**src/rtl/atm_session_engine_if.sv**
```systemverilog
// Bundled card/PIN/operation/configuration signals for atm_session_engine.
// The master is the user-interface side; the slave is the session engine.
interface atm_session_engine_if #(
  parameter int P_WIDTH = 16,
  parameter int B_WIDTH = 20,
  parameter int C_WIDTH = 6
);
  logic               card_in;
  logic [C_WIDTH-1:0] card_number;
  logic               pin_valid;
  logic [P_WIDTH-1:0] pin_in;
  logic               op_valid;
  logic [1:0]         op;
  logic [B_WIDTH-1:0] amount;
  logic               another_service;
  logic               cancel;
  logic               cfg_we;
  logic [C_WIDTH-1:0] cfg_addr;
  logic [P_WIDTH-1:0] cfg_pin;
  logic [B_WIDTH-1:0] cfg_balance;

  logic               card_out;
  logic [B_WIDTH-1:0] balance_out;
  logic               op_done;
  logic               error;
  logic [2:0]         err_code;
  logic               wrong_password;
  logic               busy;

  modport master (
    output card_in, card_number, pin_valid, pin_in, op_valid, op, amount,
           another_service, cancel, cfg_we, cfg_addr, cfg_pin, cfg_balance,
    input  card_out, balance_out, op_done, error, err_code, wrong_password, busy
  );

  modport slave (
    input  card_in, card_number, pin_valid, pin_in, op_valid, op, amount,
           another_service, cancel, cfg_we, cfg_addr, cfg_pin, cfg_balance,
    output card_out, balance_out, op_done, error, err_code, wrong_password, busy
  );
endinterface

```
**src/rtl/atm_session_engine.sv**
```systemverilog
// ATM session engine: account table, PIN check with lockout, service loop, eject.
// Optional per-session withdrawal cap enabled by defining ATM_DAILY_LIMIT_EN.
module atm_session_engine #(
  parameter int P_WIDTH        = 16,
  parameter int B_WIDTH        = 20,
  parameter int C_WIDTH        = 6,
  parameter int ACCOUNTS       = 8,
  parameter int MAX_TRIES      = 3,
  parameter int TIMEOUT_CYCLES = 1000,
  parameter int DAILY_LIMIT    = 5000
) (
  input logic                clk,
  input logic                rst,
  atm_session_engine_if.slave bus
);

  localparam int A_W  = (ACCOUNTS > 1) ? $clog2(ACCOUNTS) : 1;
  localparam int T_W  = $clog2(TIMEOUT_CYCLES + 1);
  localparam int TR_W = $clog2(MAX_TRIES + 1);

  localparam logic [T_W-1:0]  T_LAST   = T_W'(TIMEOUT_CYCLES - 1);
  localparam logic [TR_W-1:0] TRY_LAST = TR_W'(MAX_TRIES - 1);

  localparam logic [2:0] E_INVALID = 3'd1;
  localparam logic [2:0] E_LOCKED  = 3'd2;
  localparam logic [2:0] E_TIMEOUT = 3'd3;
  localparam logic [2:0] E_FUNDS   = 3'd4;
  localparam logic [2:0] E_OVF     = 3'd5;
  localparam logic [2:0] E_BAD_OP  = 3'd7;

  typedef enum logic [2:0] {
    S_IDLE, S_PIN, S_MENU, S_EXEC, S_ASK, S_EJECT
  } state_t;

  typedef enum logic [1:0] {
    OP_BALANCE  = 2'b00,
    OP_WITHDRAW = 2'b01,
    OP_DEPOSIT  = 2'b10,
    OP_RESERVED = 2'b11
  } op_t;

  generate
    if (ACCOUNTS > 2 ** C_WIDTH) begin : g_bad_accounts
      $error("ACCOUNTS exceeds the card number space");
    end
    if (DAILY_LIMIT >= 2 ** B_WIDTH) begin : g_bad_limit
      $error("DAILY_LIMIT does not fit in B_WIDTH");
    end
  endgenerate

  logic [P_WIDTH-1:0] pin_mem  [ACCOUNTS];
  logic [B_WIDTH-1:0] bal_mem  [ACCOUNTS];
  logic               lock_mem [ACCOUNTS];

  state_t             state;
  logic [A_W-1:0]     cur_idx;
  logic [TR_W-1:0]    tries;
  logic [T_W-1:0]     timer;
  op_t                op_r;
  logic [B_WIDTH-1:0] amt_r;

  logic               card_ok;
  logic               cfg_ok;
  logic [A_W-1:0]     card_idx;
  logic [A_W-1:0]     cfg_idx;
  logic [B_WIDTH-1:0] bal_cur;
  logic [B_WIDTH:0]   dep_sum;
  logic               timed_out;

  assign card_ok   = {1'b0, bus.card_number} < (C_WIDTH + 1)'(ACCOUNTS);
  assign cfg_ok    = {1'b0, bus.cfg_addr} < (C_WIDTH + 1)'(ACCOUNTS);
  assign card_idx  = bus.card_number[A_W-1:0];
  assign cfg_idx   = bus.cfg_addr[A_W-1:0];
  assign bal_cur   = bal_mem[cur_idx];
  assign dep_sum   = {1'b0, bal_cur} + {1'b0, amt_r};
  assign timed_out = (timer == T_LAST);

`ifdef ATM_DAILY_LIMIT_EN
  localparam logic [2:0] E_LIMIT = 3'd6;
  logic [B_WIDTH-1:0] acc;
  logic [B_WIDTH:0]   acc_sum;
  assign acc_sum = {1'b0, acc} + {1'b0, amt_r};
`endif

  always_ff @(posedge clk or negedge rst) begin
    if (!rst) begin
      // NOTE: the account table is reset like any other state, so a fresh
      // chip has zeroed, unlocked entries; this keeps it in flops, not SRAM.
      for (int i = 0; i < ACCOUNTS; i++) begin
        pin_mem[i]  <= '0;
        bal_mem[i]  <= '0;
        lock_mem[i] <= 1'b0;
      end
      state              <= S_IDLE;
      cur_idx            <= '0;
      tries              <= '0;
      timer              <= '0;
      op_r               <= OP_BALANCE;
      amt_r              <= '0;
      bus.card_out       <= 1'b0;
      bus.balance_out    <= '0;
      bus.op_done        <= 1'b0;
      bus.error          <= 1'b0;
      bus.err_code       <= '0;
      bus.wrong_password <= 1'b0;
      bus.busy           <= 1'b0;
`ifdef ATM_DAILY_LIMIT_EN
      acc                <= '0;
`endif
    end else begin
      // NOTE: all state here uses non-blocking assignment so every read in this
      // block sees the pre-edge value regardless of statement order.
      bus.op_done        <= 1'b0;
      bus.error          <= 1'b0;
      bus.wrong_password <= 1'b0;

      unique case (state)
        S_IDLE: begin
          if (bus.cfg_we && cfg_ok) begin
            pin_mem[cfg_idx]  <= bus.cfg_pin;
            bal_mem[cfg_idx]  <= bus.cfg_balance;
            lock_mem[cfg_idx] <= 1'b0;
          end
          if (bus.card_in) begin
            bus.busy <= 1'b1;
            timer    <= '0;
            cur_idx  <= card_idx;
            if (!card_ok) begin
              bus.error    <= 1'b1;
              bus.err_code <= E_INVALID;
              bus.card_out <= 1'b1;
              state        <= S_EJECT;
            end else if (lock_mem[card_idx]) begin
              bus.error    <= 1'b1;
              bus.err_code <= E_LOCKED;
              bus.card_out <= 1'b1;
              state        <= S_EJECT;
            end else begin
              tries        <= '0;
              bus.err_code <= '0;
              state        <= S_PIN;
            end
          end
        end

        S_PIN: begin
          if (bus.cancel) begin
            bus.card_out <= 1'b1;
            timer        <= '0;
            state        <= S_EJECT;
          end else if (bus.pin_valid) begin
            timer <= '0;
            if (bus.pin_in == pin_mem[cur_idx]) begin
              state <= S_MENU;
            end else begin
              bus.wrong_password <= 1'b1;
              tries              <= tries + 1'b1;
              if (tries == TRY_LAST) begin
                lock_mem[cur_idx] <= 1'b1;
                bus.error         <= 1'b1;
                bus.err_code      <= E_LOCKED;
                bus.card_out      <= 1'b1;
                state             <= S_EJECT;
              end
            end
          end else if (timed_out) begin
            bus.error    <= 1'b1;
            bus.err_code <= E_TIMEOUT;
            bus.card_out <= 1'b1;
            timer        <= '0;
            state        <= S_EJECT;
          end else begin
            timer <= timer + 1'b1;
          end
        end

        S_MENU: begin
          if (bus.cancel) begin
            bus.card_out <= 1'b1;
            timer        <= '0;
            state        <= S_EJECT;
          end else if (bus.op_valid) begin
            op_r  <= op_t'(bus.op);
            amt_r <= bus.amount;
            timer <= '0;
            state <= S_EXEC;
          end else if (timed_out) begin
            bus.error    <= 1'b1;
            bus.err_code <= E_TIMEOUT;
            bus.card_out <= 1'b1;
            timer        <= '0;
            state        <= S_EJECT;
          end else begin
            timer <= timer + 1'b1;
          end
        end

        S_EXEC: begin
          timer           <= '0;
          state           <= S_ASK;
          bus.balance_out <= bal_cur;
          unique case (op_r)
            OP_BALANCE: bus.op_done <= 1'b1;
            OP_WITHDRAW: begin
              if (amt_r > bal_cur) begin
                bus.error    <= 1'b1;
                bus.err_code <= E_FUNDS;
`ifdef ATM_DAILY_LIMIT_EN
              end else if (acc_sum > (B_WIDTH + 1)'(DAILY_LIMIT)) begin
                bus.error    <= 1'b1;
                bus.err_code <= E_LIMIT;
`endif
              end else begin
                bal_mem[cur_idx] <= bal_cur - amt_r;
                bus.balance_out  <= bal_cur - amt_r;
                bus.op_done      <= 1'b1;
`ifdef ATM_DAILY_LIMIT_EN
                acc              <= acc_sum[B_WIDTH-1:0];
`endif
              end
            end
            OP_DEPOSIT: begin
              // Carry out of the widened sum means the balance would wrap.
              if (dep_sum[B_WIDTH]) begin
                bus.error    <= 1'b1;
                bus.err_code <= E_OVF;
              end else begin
                bal_mem[cur_idx] <= dep_sum[B_WIDTH-1:0];
                bus.balance_out  <= dep_sum[B_WIDTH-1:0];
                bus.op_done      <= 1'b1;
              end
            end
            OP_RESERVED: begin
              bus.error    <= 1'b1;
              bus.err_code <= E_BAD_OP;
            end
            default: ;
          endcase
        end

        S_ASK: begin
          if (bus.cancel) begin
            bus.card_out <= 1'b1;
            timer        <= '0;
            state        <= S_EJECT;
          end else if (bus.another_service) begin
            timer <= '0;
            state <= S_MENU;
          end else if (timed_out) begin
            bus.error    <= 1'b1;
            bus.err_code <= E_TIMEOUT;
            bus.card_out <= 1'b1;
            timer        <= '0;
            state        <= S_EJECT;
          end else begin
            timer <= timer + 1'b1;
          end
        end

        S_EJECT: begin
          if (!bus.card_in) begin
            bus.card_out <= 1'b0;
            bus.busy     <= 1'b0;
            tries        <= '0;
            timer        <= '0;
`ifdef ATM_DAILY_LIMIT_EN
            acc          <= '0;
`endif
            state        <= S_IDLE;
          end
        end

        default: state <= S_IDLE;
      endcase
    end
  end

endmodule

```
**src/flat_wrapper.sv**
```systemverilog
// flat-port wrapper written by rule: the top's interface ports become plain ports
module atm_session_engine_flat 
#(
  parameter int P_WIDTH        = 16,
  parameter int B_WIDTH        = 20,
  parameter int C_WIDTH        = 6,
  parameter int ACCOUNTS       = 8,
  parameter int MAX_TRIES      = 3,
  parameter int TIMEOUT_CYCLES = 1000,
  parameter int DAILY_LIMIT    = 5000
)
  (clk, rst, bus_card_in, bus_card_number, bus_pin_valid, bus_pin_in, bus_op_valid, bus_op, bus_amount, bus_another_service, bus_cancel, bus_cfg_we, bus_cfg_addr, bus_cfg_pin, bus_cfg_balance, bus_card_out, bus_balance_out, bus_op_done, bus_error, bus_err_code, bus_wrong_password, bus_busy);
  atm_session_engine_if #(.P_WIDTH(P_WIDTH), .B_WIDTH(B_WIDTH), .C_WIDTH(C_WIDTH)) bus_i ();
  input logic clk;
  input logic rst;
  input wire logic [$bits(bus_i.card_in)-1:0] bus_card_in;
  input wire logic [$bits(bus_i.card_number)-1:0] bus_card_number;
  input wire logic [$bits(bus_i.pin_valid)-1:0] bus_pin_valid;
  input wire logic [$bits(bus_i.pin_in)-1:0] bus_pin_in;
  input wire logic [$bits(bus_i.op_valid)-1:0] bus_op_valid;
  input wire logic [$bits(bus_i.op)-1:0] bus_op;
  input wire logic [$bits(bus_i.amount)-1:0] bus_amount;
  input wire logic [$bits(bus_i.another_service)-1:0] bus_another_service;
  input wire logic [$bits(bus_i.cancel)-1:0] bus_cancel;
  input wire logic [$bits(bus_i.cfg_we)-1:0] bus_cfg_we;
  input wire logic [$bits(bus_i.cfg_addr)-1:0] bus_cfg_addr;
  input wire logic [$bits(bus_i.cfg_pin)-1:0] bus_cfg_pin;
  input wire logic [$bits(bus_i.cfg_balance)-1:0] bus_cfg_balance;
  output wire logic [$bits(bus_i.card_out)-1:0] bus_card_out;
  output wire logic [$bits(bus_i.balance_out)-1:0] bus_balance_out;
  output wire logic [$bits(bus_i.op_done)-1:0] bus_op_done;
  output wire logic [$bits(bus_i.error)-1:0] bus_error;
  output wire logic [$bits(bus_i.err_code)-1:0] bus_err_code;
  output wire logic [$bits(bus_i.wrong_password)-1:0] bus_wrong_password;
  output wire logic [$bits(bus_i.busy)-1:0] bus_busy;
  assign bus_i.card_in = bus_card_in;
  assign bus_i.card_number = bus_card_number;
  assign bus_i.pin_valid = bus_pin_valid;
  assign bus_i.pin_in = bus_pin_in;
  assign bus_i.op_valid = bus_op_valid;
  assign bus_i.op = bus_op;
  assign bus_i.amount = bus_amount;
  assign bus_i.another_service = bus_another_service;
  assign bus_i.cancel = bus_cancel;
  assign bus_i.cfg_we = bus_cfg_we;
  assign bus_i.cfg_addr = bus_cfg_addr;
  assign bus_i.cfg_pin = bus_cfg_pin;
  assign bus_i.cfg_balance = bus_cfg_balance;
  assign bus_card_out = bus_i.card_out;
  assign bus_balance_out = bus_i.balance_out;
  assign bus_op_done = bus_i.op_done;
  assign bus_error = bus_i.error;
  assign bus_err_code = bus_i.err_code;
  assign bus_wrong_password = bus_i.wrong_password;
  assign bus_busy = bus_i.busy;
  atm_session_engine #(.P_WIDTH(P_WIDTH), .B_WIDTH(B_WIDTH), .C_WIDTH(C_WIDTH), .ACCOUNTS(ACCOUNTS), .MAX_TRIES(MAX_TRIES), .TIMEOUT_CYCLES(TIMEOUT_CYCLES), .DAILY_LIMIT(DAILY_LIMIT)) u_core (.clk(clk), .rst(rst), .bus(bus_i));
endmodule
```
**config.mk**
```make
export PLATFORM = sky130hd
export DESIGN_NAME = atm_session_engine_flat
export DESIGN_NICKNAME = d
export VERILOG_FILES = /design/src/rtl/atm_session_engine_if.sv /design/src/rtl/atm_session_engine.sv /design/src/flat_wrapper.sv
export SDC_FILE = /design/constraint.sdc
export NUM_CORES = 1
export LEC_CHECK = 0
export CAP_MARGIN = 10
export CORE_UTILIZATION = 50
export CTS_BUF_LIST = sky130_fd_sc_hd__clkbuf_4
export CTS_CLUSTER_SIZE = 25
export DETAILED_ROUTE_END_ITERATION = 7
export PLACE_DENSITY = 0.69
export SLEW_MARGIN = 25
export SYNTH_ARGS = -nofsm -noshare
export SYNTH_HDL_FRONTEND = slang
export SYNTH_SLANG_ARGS = --single-unit
```
**constraint.sdc**
```tcl
create_clock -name clk -period 10.5 [get_ports clk]
set_clock_uncertainty 0.15 [all_clocks]
set_input_delay 2.625 -clock clk [delete_from_list [all_inputs] [get_ports clk]]
set_output_delay 2.625 -clock clk [all_outputs]
set_load 0.05 [all_outputs]
```
# After elaboration in Yosys (flattened, before gate mapping)
# Index checks and enable logic that the tools add are counted.
# classes
addsub,4
mul,0
n_div,0
order_cmp,8
n_eq_ne,38
shift,0
muxes,125
bitwise,7
n_reduce_logical,23
# op_table
op,count
$pmux 160 s2,2
$bwmux 160,3
$mux 160,3
$bwmux 128,1
$demux 20 s3,2
$mux 20,6
$mux 10,9
$mux 3,26
$bmux 20 s3,1
$pmux 10 s6,1
$bmux 16 s3,1
$demux 16 s3,1
$mux 16,3
$mux 8,5
$pmux 20 s2,1
$mux 1,39
$add 20x20->21,1
$gt 20x20->1,1
$ne 2x2->1 const B,10
$sub 20x20->20,1
$ne 3x3->1 const B,6
$pmux 3 s6,1
$eq 16x16->1,1
$mux 2,8
43 further kinds,72
# word_totals
ff_bits,364
latchBits,0
mem_bits_rw,0
romBits,0
elab_cells,242
mem_count,0

# Logic depth before layout (Yosys ltp)
# logic_depth
word_depth,11
mapped_depth,23
ltp_nobuf,17

# Worst setup path after synthesis
# OpenSTA, ideal clock, no wires.
# synth_timing
path_type,input to register
startpoint,input port bus_cfg_addr[1]
endpoint,register u_core.pin_mem[86] (netlist name)
arrival_ns,4.506
required_time_ns,10.225
slack_ns,5.720
stages,7
path_buffers,4
cell_sequence,clkbuf_1 or3b_2 clkbuf_1 or2_2 clkbuf_1 clkbuf_1 mux2_2
# synth_between
elab_chain_len,6
elab_cells_between_ends,10
classes_between,order compare (3); mux (3); bitwise (1); reduce/logical (3)
# synth_lines
item,line,text
"start, declared",flat_wrapper.sv:26,input wire logic [$bits(bus_i.cfg_addr)-1:0] bus_cfg_addr;
$not 3->4 (implied by the code),atm_session_engine.sv:120,pin_mem[cfg_idx] <= bus.cfg_pin;
$ge 4x4->1 (implied by the code) / $lt 4x1->1 (equally long branches),atm_session_engine.sv:120,
$logic_and 1x1->1 (implied by the code),atm_session_engine.sv:120,
$mux 16 (implied by the code),atm_session_engine.sv:120,
$demux 16 s3,atm_session_engine.sv:120,
$bwmux 128,atm_session_engine.sv:120,
"end signal, assigned by index",atm_session_engine.sv:120,
"end, declared",atm_session_engine.sv:51,logic [P_WIDTH-1:0] pin_mem [ACCOUNTS];
# Parallel ways exist; a longest one is shown, timed or not.
# A chain may end at the register's enable or synchronous reset.

# Worst setup path in the final report
# layout_timing
startpoint,register u_core.cur_idx[2]
endpoint,register u_core.bal_mem[2] (netlist name)
# layout_between
elab_chain_len,9
elab_cells_between_ends,21
classes_between,add/sub (2); order compare (3); eq/ne (2); mux (11); bitwise (1); reduce/logical (2)
# layout_lines
item,line,text
"start, declared",atm_session_engine.sv:56,logic [A_W-1:0] cur_idx;
"start signal, assigned",atm_session_engine.sv:127,cur_idx <= card_idx;
$not 3->4 (implied by the code) (*),"atm_session_engine.sv:74, atm_session_engine.sv:214, atm_session_engine.sv:228",
$bmux 20 s3 (tied with other cells),atm_session_engine.sv:74,assign bal_cur = bal_mem[cur_idx];
$mux 20 (implied by the code) / $logic_and 1x1->1 (equally long branches),"atm_session_engine.sv:74, atm_session_engine.sv:214, atm_session_engine.sv:228",
$mux 20 (on tied branches),"atm_session_engine.sv:74, atm_session_engine.sv:214, atm_session_engine.sv:228",
$add 20x20->21 (tied with other cells),atm_session_engine.sv:75,"assign dep_sum = {1'b0, bal_cur} + {1'b0, amt_r};"
$bwmux 160 (on tied branches),"atm_session_engine.sv:228, atm_session_engine.sv:214",
$mux 160 (on tied branches),"atm_session_engine.sv:224, atm_session_engine.sv:205",
$pmux 160 s2,atm_session_engine.sv:202,unique case (op_r)
$pmux 160 s2,atm_session_engine.sv:117,unique case (state)
"end signal, assigned by index",atm_session_engine.sv:121,bal_mem[cfg_idx] <= bus.cfg_balance;
"end signal, assigned by index",atm_session_engine.sv:214,bal_mem[cur_idx] <= bal_cur - amt_r;
"end signal, assigned by index",atm_session_engine.sv:228,bal_mem[cur_idx] <= dep_sum[B_WIDTH-1:0];
"end, declared",atm_session_engine.sv:52,logic [B_WIDTH-1:0] bal_mem [ACCOUNTS];
# Every way passes the cells marked *; elsewhere a longest branch is shown, timed or not. The select of a mux whose other input is x is not followed.

==> flow_summary.toml <==
[run_status]
outcome = "complete, but fails checks"
violations = "DRC"

[detailed_routing]
drtAntennaViolNets = 0
totalWireLength_microns = 67180
drt_first_iter_violations = 1968
vias_per_cell = 6.672
remaining_routing_drc_violations = 17
detail_route.wl_per_cell_microns = 24.65
drt_pass1_iterations = 8
via_count = 18180

[setup_path]
crit_type = "flip-flop to flip-flop"
timing.critical_path.from = "u_core.cur_idx[2]"
crit_path_max_fanout = 47
timing.reg2reg.worst_path_depth = 20
critical_path.reg2reg.endpoint = "u_core.bal_mem[2]"
r2r_start = "u_core.cur_idx[2]"
critical_path_required_ns = 11.05
start_kind = "flip-flop"
rrSetupSlack_ns = 3.68
cp_data_arrival_time_ns = 7.37
endpoint_class_of_the_critical_path = "flip-flop"

[clocking]
clk_transition_reported_paths_ns = 0.07
clk_root_buffer_cell = "sky130_fd_sc_hd__clkbuf_4"
cts_buffers = 98
cts.repair_timing.setup_buffer_count = 0
cts_tree = "yes"
post_cts_resize_count = 0
holdBufCountCts = 0
h_tree_depth = 3
cts-root-to-sink-buffers = 3
insertion_delay_ns = 0.85
cts.sink_count = 364

[die]
rows = 74
die-area_sq_mm = 0.04255
effective_utilization_at_floorplan_pct = 50.87
fp.coreArea_sq_mm = 0.04102
die_height_microns = 206.3
pin_count = 122
die-width_microns = 206.3

[synthesis]
synth-edff-count = 0
postSynthAreaPerCell_sq_um = 10.31
yosys.area_share.simple_pct = 10.20
async_s_r_ff_share_synth_pct = 100.0
ys.warnings.count = 0
synth.ff_latch_count = 364
post_synth_main_area_contributors = "sky130_fd_sc_hd__dfrtp_1 (44%), sky130_fd_sc_hd__mux2_2 (8.8%), sky130_fd_sc_hd__o221ai_1 (4.7%)"
fraction_of_synthesized_cell_area_taken_by_the_top_area_cell_type_pct = 43.66
ys_seq_area_share_pct = 43.66
synth_adder_area_share_pct = 3.190
synth_nets = 2170
count_of_unique_library_cells_instantiated_by_yosys = 84
postSynth.topFlopCell = "sky130_fd_sc_hd__dfrtp_1"
muxShareOfSynthArea_pct = 12.55
synth_top_family_by_area = "compound AO/OA/AOI/OAI gates"
yosys.area.top_type = "sky130_fd_sc_hd__dfrtp_1"
synth_xor_xnor_area_share_pct = 1.847
fraction_of_the_mapped_netlist_area_in_compound_gates_pct = 23.99
post_synth_inst_count = 2024
netlist_area_sq_mm = 0.02087

[timing]
setup_violations = 0
report.final.hold_viol_count = 0
worstMarginPinSlew_ns = 1.146
finalSetupTns_ns = 0
achievable-frequency_mhz = 146.6
grt_setup_unrepaired = "no"
min_period_over_period_pct = 64.96
worst_slew_margin_rel_pct = 21.44
timing.final.crit_period_ns = 6.821
slew_violations = 0

[min_path]
min_path_cells = 1
worstHoldEndpoint = "u_core.tries[0]"
hp-start = "u_core.tries[0]"
worst_hold_path_type = "flip-flop to flip-flop"

[global_routing]
gr-usage-met1_pct = 43.52
initial_antenna_violation_count = 4
maximum_number_of_pins_on_one_net_before_global_route_repair = 157
wire_length_of_the_first_global_routing_pass_microns = 103700
grtUsageTotal_pct = 32.03
first_global_vias = 18130
grt.busiest_layer = "met2"
grt.overflow.total = 0
groute.layer.met2.usage_pct = 48.48
gr-usage-met3_pct = 7.301

[power_and_ir_drop]
power_leakage_uw = 0.01023
power.ir.vdd_worst_v = 0.0001551
power_density_mw_per_mm2 = 268.7

[placement]
dp.cells = 2556
port-buffer-count = 121
dp_hpwl_microns = 43760
gp_congestion = 0.9384

[finish]
flow.area_growth_from_synthesis_pct = 13.04
layout.cells.most_common = "sky130_fd_sc_hd__dfrtp_1"
layout.nets = 2270
final_cells = 2725
drive_gt1_share_pct = 19.09
layout.cells.most_common_list = "sky130_fd_sc_hd__dfrtp_1 (361), sky130_fd_sc_hd__mux2_2 (163), sky130_fd_sc_hd__clkbuf_4 (144), sky130_fd_sc_hd__nor2_1 (125), sky130_fd_sc_hd__nand2_1 (122)"

[job]
max-cap-violations = 0
## registers in the layout, indices dropped and copies added (netlist names), 3 cells and up
signal and cells:
u_core.pin_mem 128, u_core.timer 10, u_core.state 3, u_core.bal_mem 160
u_core.amt_r 20, u_core.lock_mem 8, u_core.bus.balance_out 20, u_core.cur_idx 3
u_core.bus.err_code 3
## metal layers
| layer | part of all wire, % | up-vias |
|---|---|---|
| met5 | 0 | - |
| met4 | 3.6 | 0 |
| met3 | 9.9 | 187 |
| met2 | 45 | 1009 |
| met1 | 42 | 9060 |
| li1 | - | 7924 |
## report_power, final
part	leakage (uW)	switching [uW]	internal (uW)
registers	0.00485	239	1680
clock network	0.000724	610	647
logic	0.00466	2110	1060
## worst max-delay path by stage
stage                               to
finish               u_core.bal_mem[2]
global route         u_core.bal_mem[5]
CTS                  u_core.bal_mem[5]
detailed placement   u_core.bal_mem[5]
global placement     u_core.bal_mem[7]
floorplan           u_core.pin_mem[86]
## layout make-up
cell class / instances / area (sq um)
fill: 3572 / 17430
multi-input combinational: 1441 / 10860
sequential: 364 / 9112
timing repair buffer: 159 / 1514
clock buffer: 144 / 1081
tap: 532 / 665.6
inverter: 60 / 225.2
clock inverter: 22 / 122.6
antenna: 3 / 7.507
## metrics by stage
step | setup slack [ns] | power (uW) | util, % | area (sq um) | hold slack, ns
5_1_grt | 3.367 | 6643 | 57.50 | 23590 | 0.3504
6_report | 3.679 | 6338 | 57.50 | 23590 | 0.3305
3_5_place_dp | 3.897 | 4972 | 54.53 | 22370 | 0.3248
4_1_cts | 3.859 | 6242 | 57.47 | 23570 | 0.3343
2_1_floorplan | 5.720 | 3917 | - | 20870 | 0.2946
3_3_place_gp | 4.108 | 4913 | 54.51 | 22360 | 0.3099
## cell families after synthesis
family / Yosys count
AOI/OAI and AO/OA: 689
xor gates and xnor gates: 44
adders and majority gates: 52
buffers and inverters: 219
DFF: 364
muxes: 216
and+or+nand+nor: 440
## synth_stat cells, types with 15 or more instances
cell                       number
sky130_fd_sc_hd__o21a_1       121
sky130_fd_sc_hd__dfrtp_1      364
sky130_fd_sc_hd__nand2b_1      16
sky130_fd_sc_hd__nor3_1        26
sky130_fd_sc_hd__mux4_2        20
sky130_fd_sc_hd__buf_1         15
sky130_fd_sc_hd__xnor2_1       31
sky130_fd_sc_hd__mux2_2       163
sky130_fd_sc_hd__buf_2         30
sky130_fd_sc_hd__a221oi_1      33
sky130_fd_sc_hd__a22oi_1       62
sky130_fd_sc_hd__mux2i_1       31
sky130_fd_sc_hd__nor2_1       125
sky130_fd_sc_hd__ha_1          50
sky130_fd_sc_hd__nor2b_1       16
sky130_fd_sc_hd__clkbuf_1      92
sky130_fd_sc_hd__buf_4         19
sky130_fd_sc_hd__nand2_1      124
sky130_fd_sc_hd__o221ai_1     111
sky130_fd_sc_hd__nand3_1       36
sky130_fd_sc_hd__a21oi_1       97
sky130_fd_sc_hd__o22ai_1       15
sky130_fd_sc_hd__o21ai_0       85
sky130_fd_sc_hd__a31oi_1       17
sky130_fd_sc_hd__a22o_1        38
sky130_fd_sc_hd__inv_1         60
## critical path, stage by stage, from the launching register on
cell                       delay (ns)
sky130_fd_sc_hd__dfrtp_2         0.44
sky130_fd_sc_hd__buf_4           0.52
sky130_fd_sc_hd__and3b_1         0.52
sky130_fd_sc_hd__buf_4           0.34
sky130_fd_sc_hd__a22o_1          0.19
sky130_fd_sc_hd__a221oi_1        0.25
sky130_fd_sc_hd__nand3_1         0.31
sky130_fd_sc_hd__ha_1            0.31
sky130_fd_sc_hd__inv_1           0.08
sky130_fd_sc_hd__fa_1            0.25
sky130_fd_sc_hd__o21ba_1         0.18
sky130_fd_sc_hd__nor4_1          0.06
sky130_fd_sc_hd__or3_1           0.45
sky130_fd_sc_hd__a211oi_4        0.44
sky130_fd_sc_hd__o211ai_2        0.19
sky130_fd_sc_hd__o21ai_2         0.16
sky130_fd_sc_hd__buf_4           0.42
sky130_fd_sc_hd__o21a_1          0.69
sky130_fd_sc_hd__buf_4           0.36
sky130_fd_sc_hd__o221ai_1        0.15
sky130_fd_sc_hd__o21a_1          0.14
Note: power is estimated with default switching activity, not from simulation.
